## src/rtl/baud_pkg.sv

```systemverilog
// baud_pkg: shared widths, legal code limit, baud code names and scheduler states
package baud_pkg;
    localparam int PERIOD_W = 19;
    localparam logic [3:0] MAX_CODE = 4'hB;
    localparam logic [3:0] B300    = 4'h0;
    localparam logic [3:0] B1200   = 4'h1;
    localparam logic [3:0] B2400   = 4'h2;
    localparam logic [3:0] B4800   = 4'h3;
    localparam logic [3:0] B9600   = 4'h4;
    localparam logic [3:0] B19200  = 4'h5;
    localparam logic [3:0] B38400  = 4'h6;
    localparam logic [3:0] B57600  = 4'h7;
    localparam logic [3:0] B115200 = 4'h8;
    localparam logic [3:0] B230400 = 4'h9;
    localparam logic [3:0] B460800 = 4'hA;
    localparam logic [3:0] B921600 = 4'hB;
    typedef enum logic [1:0] {IDLE = 2'd0, PEND = 2'd1, LOAD = 2'd2} state_t;
endpackage

```

## src/rtl/baud_sched_if.sv

```systemverilog
// baud_sched_if: host config, busy/sync inputs, baud decoder link and tick outputs
//   slave  : the scheduler (drives baud_sel, cfg_pending, cfg_err, ticks)
//   master : host / UART side (drives cfg_*, busy flags, rx_sync, bit_period)
interface baud_sched_if #(
    parameter int PERIOD_W = baud_pkg::PERIOD_W
);
    logic                cfg_we;
    logic [3:0]          cfg_baud;
    logic                tx_busy;
    logic                rx_busy;
    logic                rx_sync;
    logic [PERIOD_W-1:0] bit_period;
    logic [3:0]          baud_sel;
    logic                cfg_pending;
    logic                cfg_err;
    logic                bit_tick;
    logic                half_tick;
    logic                os_tick;
    modport slave (
        input  cfg_we, cfg_baud, tx_busy, rx_busy, rx_sync, bit_period,
        output baud_sel, cfg_pending, cfg_err, bit_tick, half_tick, os_tick
    );
    modport master (
        output cfg_we, cfg_baud, tx_busy, rx_busy, rx_sync, bit_period,
        input  baud_sel, cfg_pending, cfg_err, bit_tick, half_tick, os_tick
    );
endinterface

```

## src/rtl/baud_tick_gen.sv

```systemverilog
// baud_tick_gen: bit-period counter producing registered bit/half/16x ticks
//   clk, reset : clock, synchronous active-high reset
//   period     : clocks per bit (0 or 1 treated as 2)
//   clear      : restart counters and suppress this cycle's ticks
//   enable     : counting active; ticks held low otherwise
//   bit_tick, half_tick, os_tick : one-cycle pulses, one cycle after the compare
//   Macro BAUD_OS16_EN builds the 16x oversample counter; otherwise os_tick=0.
module baud_tick_gen #(
    parameter int PERIOD_W = baud_pkg::PERIOD_W
) (
    input  logic                clk,
    input  logic                reset,
    input  logic [PERIOD_W-1:0] period,
    input  logic                clear,
    input  logic                enable,
    output logic                bit_tick,
    output logic                half_tick,
    output logic                os_tick
);
    import baud_pkg::*;

    logic [PERIOD_W-1:0] per, cnt;
    logic                wrap;

    assign per  = period < PERIOD_W'(2) ? PERIOD_W'(2) : period;
    // >= keeps the counter bounded even if it somehow overshoots the period
    assign wrap = cnt >= per - 1'b1;

    always_ff @(posedge clk) begin
        if (reset || clear) begin
            cnt       <= '0;
            bit_tick  <= 1'b0;
            half_tick <= 1'b0;
        end else if (enable) begin
            cnt       <= wrap ? '0 : cnt + 1'b1;
            bit_tick  <= wrap;
            half_tick <= cnt == (per >> 1) - 1'b1;
        end else begin
            bit_tick  <= 1'b0;
            half_tick <= 1'b0;
        end
    end

`ifdef BAUD_OS16_EN
    logic [PERIOD_W-5:0] div, os_cnt;
    logic                os_wrap;

    assign div     = per[PERIOD_W-1:4] == '0 ? (PERIOD_W-4)'(1) : per[PERIOD_W-1:4];
    assign os_wrap = os_cnt >= div - 1'b1;

    always_ff @(posedge clk) begin
        if (reset || clear) begin
            os_cnt  <= '0;
            os_tick <= 1'b0;
        end else if (enable) begin
            os_cnt  <= os_wrap ? '0 : os_cnt + 1'b1;
            os_tick <= os_wrap;
        end else begin
            os_tick <= 1'b0;
        end
    end
`else
    assign os_tick = 1'b0;
`endif
endmodule

```

## src/rtl/baud_sched.sv

```systemverilog
// baud_sched: baud-rate scheduler; applies host rate changes when TX/RX idle and
// generates bit/half/oversample ticks, re-phased by RX start-edge sync.
//   clk, reset : 100 MHz clock, synchronous active-high reset
//   bus        : baud_sched_if.slave (config strobe/code, busy flags, rx_sync,
//                bit_period in; baud_sel, cfg_pending, cfg_err, ticks out)
//   Macro BAUD_OS16_EN enables the 16x oversample tick (os_tick=0 otherwise).
module baud_sched #(
    parameter logic [3:0] RESET_BAUD = baud_pkg::B9600,
    parameter int         PERIOD_W   = baud_pkg::PERIOD_W,
    parameter logic [3:0] MAX_CODE   = baud_pkg::MAX_CODE
) (
    input  logic         clk,
    input  logic         reset,
    baud_sched_if.slave  bus
);
    import baud_pkg::*;

    state_t              state;
    logic [3:0]          pend_code;
    logic [PERIOD_W-1:0] period_q;
    logic                err_q;
    logic                legal_we, apply;

    assign legal_we = bus.cfg_we && bus.cfg_baud <= MAX_CODE;
    // a fresh legal write in the idle cycle beats applying the pending code
    assign apply    = state == PEND && !bus.tx_busy && !bus.rx_busy && !legal_we;

    always_ff @(posedge clk) begin
        if (reset) begin
            state        <= LOAD;
            bus.baud_sel <= RESET_BAUD;
            pend_code    <= '0;
            period_q     <= '0;
            err_q        <= 1'b0;
        end else begin
            err_q <= bus.cfg_we && bus.cfg_baud > MAX_CODE;
            if (legal_we) begin
                pend_code <= bus.cfg_baud;
            end
            if (apply) begin
                bus.baud_sel <= pend_code;
            end
            // decoder output already reflects the baud_sel written on entry to LOAD
            if (state == LOAD) begin
                period_q <= bus.bit_period;
            end
            state <= legal_we ? PEND : apply ? LOAD : state == LOAD ? IDLE : state;
        end
    end

    assign bus.cfg_pending = state == PEND;
    assign bus.cfg_err     = err_q;

    baud_tick_gen #(.PERIOD_W(PERIOD_W)) u_tick (
        .clk       (clk),
        .reset     (reset),
        .period    (period_q),
        .clear     (state == LOAD || bus.rx_sync),
        .enable    (state != LOAD),
        .bit_tick  (bus.bit_tick),
        .half_tick (bus.half_tick),
        .os_tick   (bus.os_tick)
    );
endmodule

```

## src/flat_wrapper.sv

```systemverilog
// flat-port wrapper written by rule: the top's interface ports become plain ports
module baud_sched_flat import baud_pkg::*;
#(
    parameter logic [3:0] RESET_BAUD = baud_pkg::B9600,
    parameter int         PERIOD_W   = baud_pkg::PERIOD_W,
    parameter logic [3:0] MAX_CODE   = baud_pkg::MAX_CODE
)
  (clk, reset, bus_cfg_we, bus_cfg_baud, bus_tx_busy, bus_rx_busy, bus_rx_sync, bus_bit_period, bus_baud_sel, bus_cfg_pending, bus_cfg_err, bus_bit_tick, bus_half_tick, bus_os_tick);
  baud_sched_if #(.PERIOD_W(PERIOD_W)) bus_i ();
  input  logic clk;
  input  logic reset;
  input wire logic [$bits(bus_i.cfg_we)-1:0] bus_cfg_we;
  input wire logic [$bits(bus_i.cfg_baud)-1:0] bus_cfg_baud;
  input wire logic [$bits(bus_i.tx_busy)-1:0] bus_tx_busy;
  input wire logic [$bits(bus_i.rx_busy)-1:0] bus_rx_busy;
  input wire logic [$bits(bus_i.rx_sync)-1:0] bus_rx_sync;
  input wire logic [$bits(bus_i.bit_period)-1:0] bus_bit_period;
  output wire logic [$bits(bus_i.baud_sel)-1:0] bus_baud_sel;
  output wire logic [$bits(bus_i.cfg_pending)-1:0] bus_cfg_pending;
  output wire logic [$bits(bus_i.cfg_err)-1:0] bus_cfg_err;
  output wire logic [$bits(bus_i.bit_tick)-1:0] bus_bit_tick;
  output wire logic [$bits(bus_i.half_tick)-1:0] bus_half_tick;
  output wire logic [$bits(bus_i.os_tick)-1:0] bus_os_tick;
  assign bus_i.cfg_we = bus_cfg_we;
  assign bus_i.cfg_baud = bus_cfg_baud;
  assign bus_i.tx_busy = bus_tx_busy;
  assign bus_i.rx_busy = bus_rx_busy;
  assign bus_i.rx_sync = bus_rx_sync;
  assign bus_i.bit_period = bus_bit_period;
  assign bus_baud_sel = bus_i.baud_sel;
  assign bus_cfg_pending = bus_i.cfg_pending;
  assign bus_cfg_err = bus_i.cfg_err;
  assign bus_bit_tick = bus_i.bit_tick;
  assign bus_half_tick = bus_i.half_tick;
  assign bus_os_tick = bus_i.os_tick;
  baud_sched #(.RESET_BAUD(RESET_BAUD), .PERIOD_W(PERIOD_W), .MAX_CODE(MAX_CODE)) u_core (.clk(clk), .reset(reset), .bus(bus_i));
endmodule
```

## config.mk

```make
export PLATFORM = sky130hd
export DESIGN_NAME = baud_sched_flat
export DESIGN_NICKNAME = d
export VERILOG_FILES = /design/src/rtl/baud_pkg.sv /design/src/rtl/baud_sched_if.sv /design/src/rtl/baud_tick_gen.sv /design/src/rtl/baud_sched.sv /design/src/flat_wrapper.sv
export SDC_FILE = /design/constraint.sdc
export NUM_CORES = 1
export LEC_CHECK = 0
export CORE_MARGIN = 10
export CORE_UTILIZATION = 35
export CTS_BUF_LIST = sky130_fd_sc_hd__clkbuf_16
export DETAILED_ROUTE_END_ITERATION = 10
export PLACE_DENSITY = 0.56
export SYNTH_ARGS = -nofsm -noshare
export SYNTH_HDL_FRONTEND = slang
export SYNTH_SLANG_ARGS = --single-unit
export TNS_END_PERCENT = 5
```

## constraint.sdc

```tcl
create_clock -name clk -period 4.05 [get_ports clk]
set_input_delay 0.6075 -clock clk [delete_from_list [all_inputs] [get_ports clk]]
set_output_delay 0.6075 -clock clk [all_outputs]
set_load 0.02 [all_outputs]
```

==> results.sh <==
export IMPL_result_of_the_run="complete, no violations"
export IMPL_initial_core_util_pct=35.7
export IMPL_netlist_top_cells_count="55 x sky130_fd_sc_hd__nand2_1, 51 x sky130_fd_sc_hd__dfxtp_1, 31 x sky130_fd_sc_hd__xnor2_1"
export IMPL_cts_max_path_buffers=2
export IMPL_globalRouteMet3Util_pct=3.35
export IMPL_busiest_layer="met2"
export IMPL_number_of_synthesized_register_bits=51
export IMPL_worstHoldStart="u_core.period_q[17]$_SDFFE_PP0P_"
export IMPL_synth_avg_cell_area_um2=8.22
export IMPL_r2r_start="u_core.period_q[11]$_SDFFE_PP0P_"
export IMPL_groute_layer_met2_usage_pct=20.6
export IMPL_final_nets=512
export IMPL_synth_area_mm2=0.00345
export IMPL_grt_first_pass_wirelength_um=15000
export IMPL_yosys_area_top_type_share_pct=29.6
export IMPL_cts_inserted_buffers=5
export IMPL_max_cap_viol_count=0
export IMPL_post_route_cells_drive_above_1_share_pct=15.6
export IMPL_period_needed_ns=3.88
export IMPL_synth_top_cells_by_area="sky130_fd_sc_hd__dfxtp_1 30%, sky130_fd_sc_hd__ha_1 8.0%, sky130_fd_sc_hd__xnor2_1 7.9%"
export IMPL_antenna_diode_count=0
export IMPL_drt_pre_antenna_iters=4
export IMPL_cp_arrival_ns=4.02
export IMPL_yosys_warnings=0
export IMPL_power_static_leakage_uw=0.00163
export IMPL_worst_slew_pin_transition_ns=0.834
export IMPL_clk_insertion_delay_late_ns=0.29
export IMPL_min_path_type="flip-flop to flip-flop"
export IMPL_seq_area_frac_synth_pct=29.6
export IMPL_count_of_endpoints_failing_setup_in_the_final_report=0
export IMPL_route_detailed_wl_per_inst_um=15.4
export IMPL_fp_dieW_um=119
export IMPL_postSynthCellCount=420
export IMPL_via_count_of_the_first_global_routing_pass=3114
export IMPL_rows=36
export IMPL_ioPinCount=38
export IMPL_design_area_mm2=0.00436
export IMPL_post_layout_nonfiller_instances=595
export IMPL_totalWireLength_um=9150
export IMPL_power_density_mw_per_mm2=333
export IMPL_ctsHtreeMaxLevel=2
export IMPL_drc=0
export IMPL_largest_net_degree_at_the_start_of_global_routing=30
export IMPL_placed_area_mm2=0.00401
export IMPL_skew_ns=0.00332
export IMPL_clock_sinks=51
export IMPL_grt_remaining_overflow=0
export IMPL_data_required_time_at_the_worst_endpoint_ns=4.19
export IMPL_yosys_cell_count_top_type="sky130_fd_sc_hd__nand2_1"
export IMPL_area_growth_synth_to_final_pct=26.4
export IMPL_detail_route_iter0_violations=154
export IMPL_synth_async_reset_ratio_pct=0
export IMPL_post_synth_num_cell_types=67
export IMPL_post_synth_top_area_cell="sky130_fd_sc_hd__dfxtp_1"
export IMPL_postRouteAntennaNets=0
export IMPL_cts_hold_buffers_added=0
export IMPL_dpl_cell_count=582
export IMPL_synth_enable_flop_cells=0
export IMPL_vias=3128
export IMPL_fin_crit_sh_pct=95.7
export IMPL_whs_ns=0.478
export IMPL_ys_dominant_reg_cell="sky130_fd_sc_hd__dfxtp_1"
export IMPL_antenna_found_initial=0
export IMPL_ctsRootBufferMaster="sky130_fd_sc_hd__clkbuf_16"
export IMPL_placement_io_buffers=36
export IMPL_dp_final_hpwl_um=6710
export IMPL_via_per_inst=5.26
export IMPL_max_freq_mhz=258
export IMPL_finalHoldViolCount=0
export IMPL_max_slew_margin_rel_pct=44.3
export IMPL_crit_path_start="u_core.period_q[11]$_SDFFE_PP0P_"
export IMPL_design_die_area_mm2=0.0142
export IMPL_routabilityCongestion=0.821
export IMPL_path_max_fanout=6
export IMPL_final_max_slew_violation_count=0
export IMPL_critPathCaptureType="flip-flop"
export IMPL_start_kind="flip-flop"
export IMPL_cts_clk_slew_worst_paths_ns=0.07
export IMPL_tot_gr_track_use_pct=12.4
export IMPL_worstSetupPathType="flip-flop to flip-flop"
export IMPL_syn_nets=471
export IMPL_die_h_um=119
export IMPL_design_core_area_mm2=0.00968
export IMPL_worst_voltage_drop_across_the_vdd_grid_uv=182
export IMPL_grt_met1_usage_pct=15.4
export IMPL_cts_tree="built"
report_power, final:
part	internal, µW	leakage [µW]	switching [µW]
Sequential	520	0.000416	16.3
Clock	289	0.0000812	192
Combinational	198	0.00114	239
Total	1010	0.00163	448
logic make-up (layout without fill, tap and decap cells):
| logic type | count (synthesis) | in the layout | synth area share, % |
|---|---|---|---|
| compound gates | 65 | 68 | 12.8 |
| xor+xnor | 49 | 49 | 12.8 |
| fa+ha+maj | 22 | 22 | 7.97 |
| buf+inv | 36 | 75 | 4.86 |
| flops | 51 | 51 | 29.6 |
| mux | 7 | 7 | 2.03 |
| other cells | 1 | 1 | 0.109 |
| simple gates | 189 | 189 | 29.8 |
per-stage QoR:
stage          util, %  setup slack [ns]  setup TNS, ns  total power, µW
2_1_floorplan        -            -0.120          -2.27              834
3_3_place_gp      41.4            0.0336              0              938
3_5_place_dp      41.4           -0.0777         -0.428              945
4_1_cts           43.2            0.0381              0             1430
5_1_grt           45.1           -0.0145        -0.0355             1540
6_report          45.1             0.174              0             1450
worst max-delay path, stage by stage (launching register included):
cell	delay [ns]
sky130_fd_sc_hd__dfxtp_1	0.31
sky130_fd_sc_hd__or4_4	0.52
sky130_fd_sc_hd__or3_4	0.43
sky130_fd_sc_hd__o31ai_4	0.21
sky130_fd_sc_hd__ha_2	0.24
sky130_fd_sc_hd__nand2_2	0.11
sky130_fd_sc_hd__nor4b_2	0.40
sky130_fd_sc_hd__xnor2_1	0.13
sky130_fd_sc_hd__ha_1	0.30
sky130_fd_sc_hd__nand3_1	0.12
sky130_fd_sc_hd__nor2_2	0.27
sky130_fd_sc_hd__nand2_1	0.11
sky130_fd_sc_hd__nor2_2	0.21
sky130_fd_sc_hd__a41o_1	0.28
sky130_fd_sc_hd__nor4_1	0.09
registers in the layout, indices dropped and copies added, names as in the netlist:
register                 cells
u_core.period_q             19
u_core.bus.cfg_err           1
u_core.u_tick.bit_tick       1
u_core.bus.baud_sel          4
u_core.pend_code             4
u_core.u_tick.half_tick      1
u_core.u_tick.cnt           19
u_core.state                 2
cell usage in the layout (no fill, tap or decap), types with 4 or more instances in the layout:
master | synthesis | routed
sky130_fd_sc_hd__xor2_1 | 17 | 17
sky130_fd_sc_hd__nor4_2 | 3 | 12
sky130_fd_sc_hd__dfxtp_1 | 51 | 51
sky130_fd_sc_hd__clkdlybuf4s50_1 | 0 | 36
sky130_fd_sc_hd__clkbuf_16 | 0 | 5
sky130_fd_sc_hd__inv_1 | 5 | 5
sky130_fd_sc_hd__buf_4 | 1 | 26
sky130_fd_sc_hd__mux2i_1 | 7 | 7
sky130_fd_sc_hd__ha_1 | 22 | 21
sky130_fd_sc_hd__nand3_1 | 13 | 12
sky130_fd_sc_hd__nand2_1 | 55 | 54
sky130_fd_sc_hd__a21oi_1 | 26 | 24
sky130_fd_sc_hd__xnor2_1 | 31 | 31
sky130_fd_sc_hd__nand4_1 | 7 | 7
sky130_fd_sc_hd__nor4_1 | 24 | 13
sky130_fd_sc_hd__nor3_1 | 14 | 14
sky130_fd_sc_hd__nor2b_1 | 4 | 4
sky130_fd_sc_hd__a21o_1 | 8 | 8
sky130_fd_sc_hd__nor2_2 | 1 | 4
sky130_fd_sc_hd__nor2_1 | 29 | 26
sky130_fd_sc_hd__o21ai_0 | 5 | 4
sky130_fd_sc_hd__nand2b_1 | 8 | 8
final timing paths:
path         slack, ns                                 to  depth (start not counted)
max               0.17  u_core.u_tick.cnt[2]$_SDFFE_PP0N_                         14
min reg2reg       0.48   u_core.period_q[17]$_SDFFE_PP0P_                          2
min               0.48   u_core.period_q[17]$_SDFFE_PP0P_                          2
max reg2reg       0.17  u_core.u_tick.cnt[2]$_SDFFE_PP0N_                         14
layer usage:
layer  up-vias  wire length [µm]
li1       1595                 -
met1      1455              4240
met2        67              4240
met3        11               514
met4         0               150
met5         -                 0
layout make-up:
cell class / count / area [µm²]
Timing Repair Buffer: 62 / 556
Clock inverter: 3 / 38.8
Clock buffer: 5 / 125
Inverter: 5 / 18.8
Sequential cell: 51 / 1020
Multi-Input combinational cell: 336 / 2440
Fill cell: 976 / 5320
Tap cell: 133 / 166
what timing repair did:
item / 4_1_cts / 5_1_grt
gates resized for setup: 2 / 23
buffers inserted: 0 / 2
setup endpoints to repair: 20 / 20
cloned: 0 / 3
pin swaps: 0 / 2
Power figures use the tool's default switching activity.
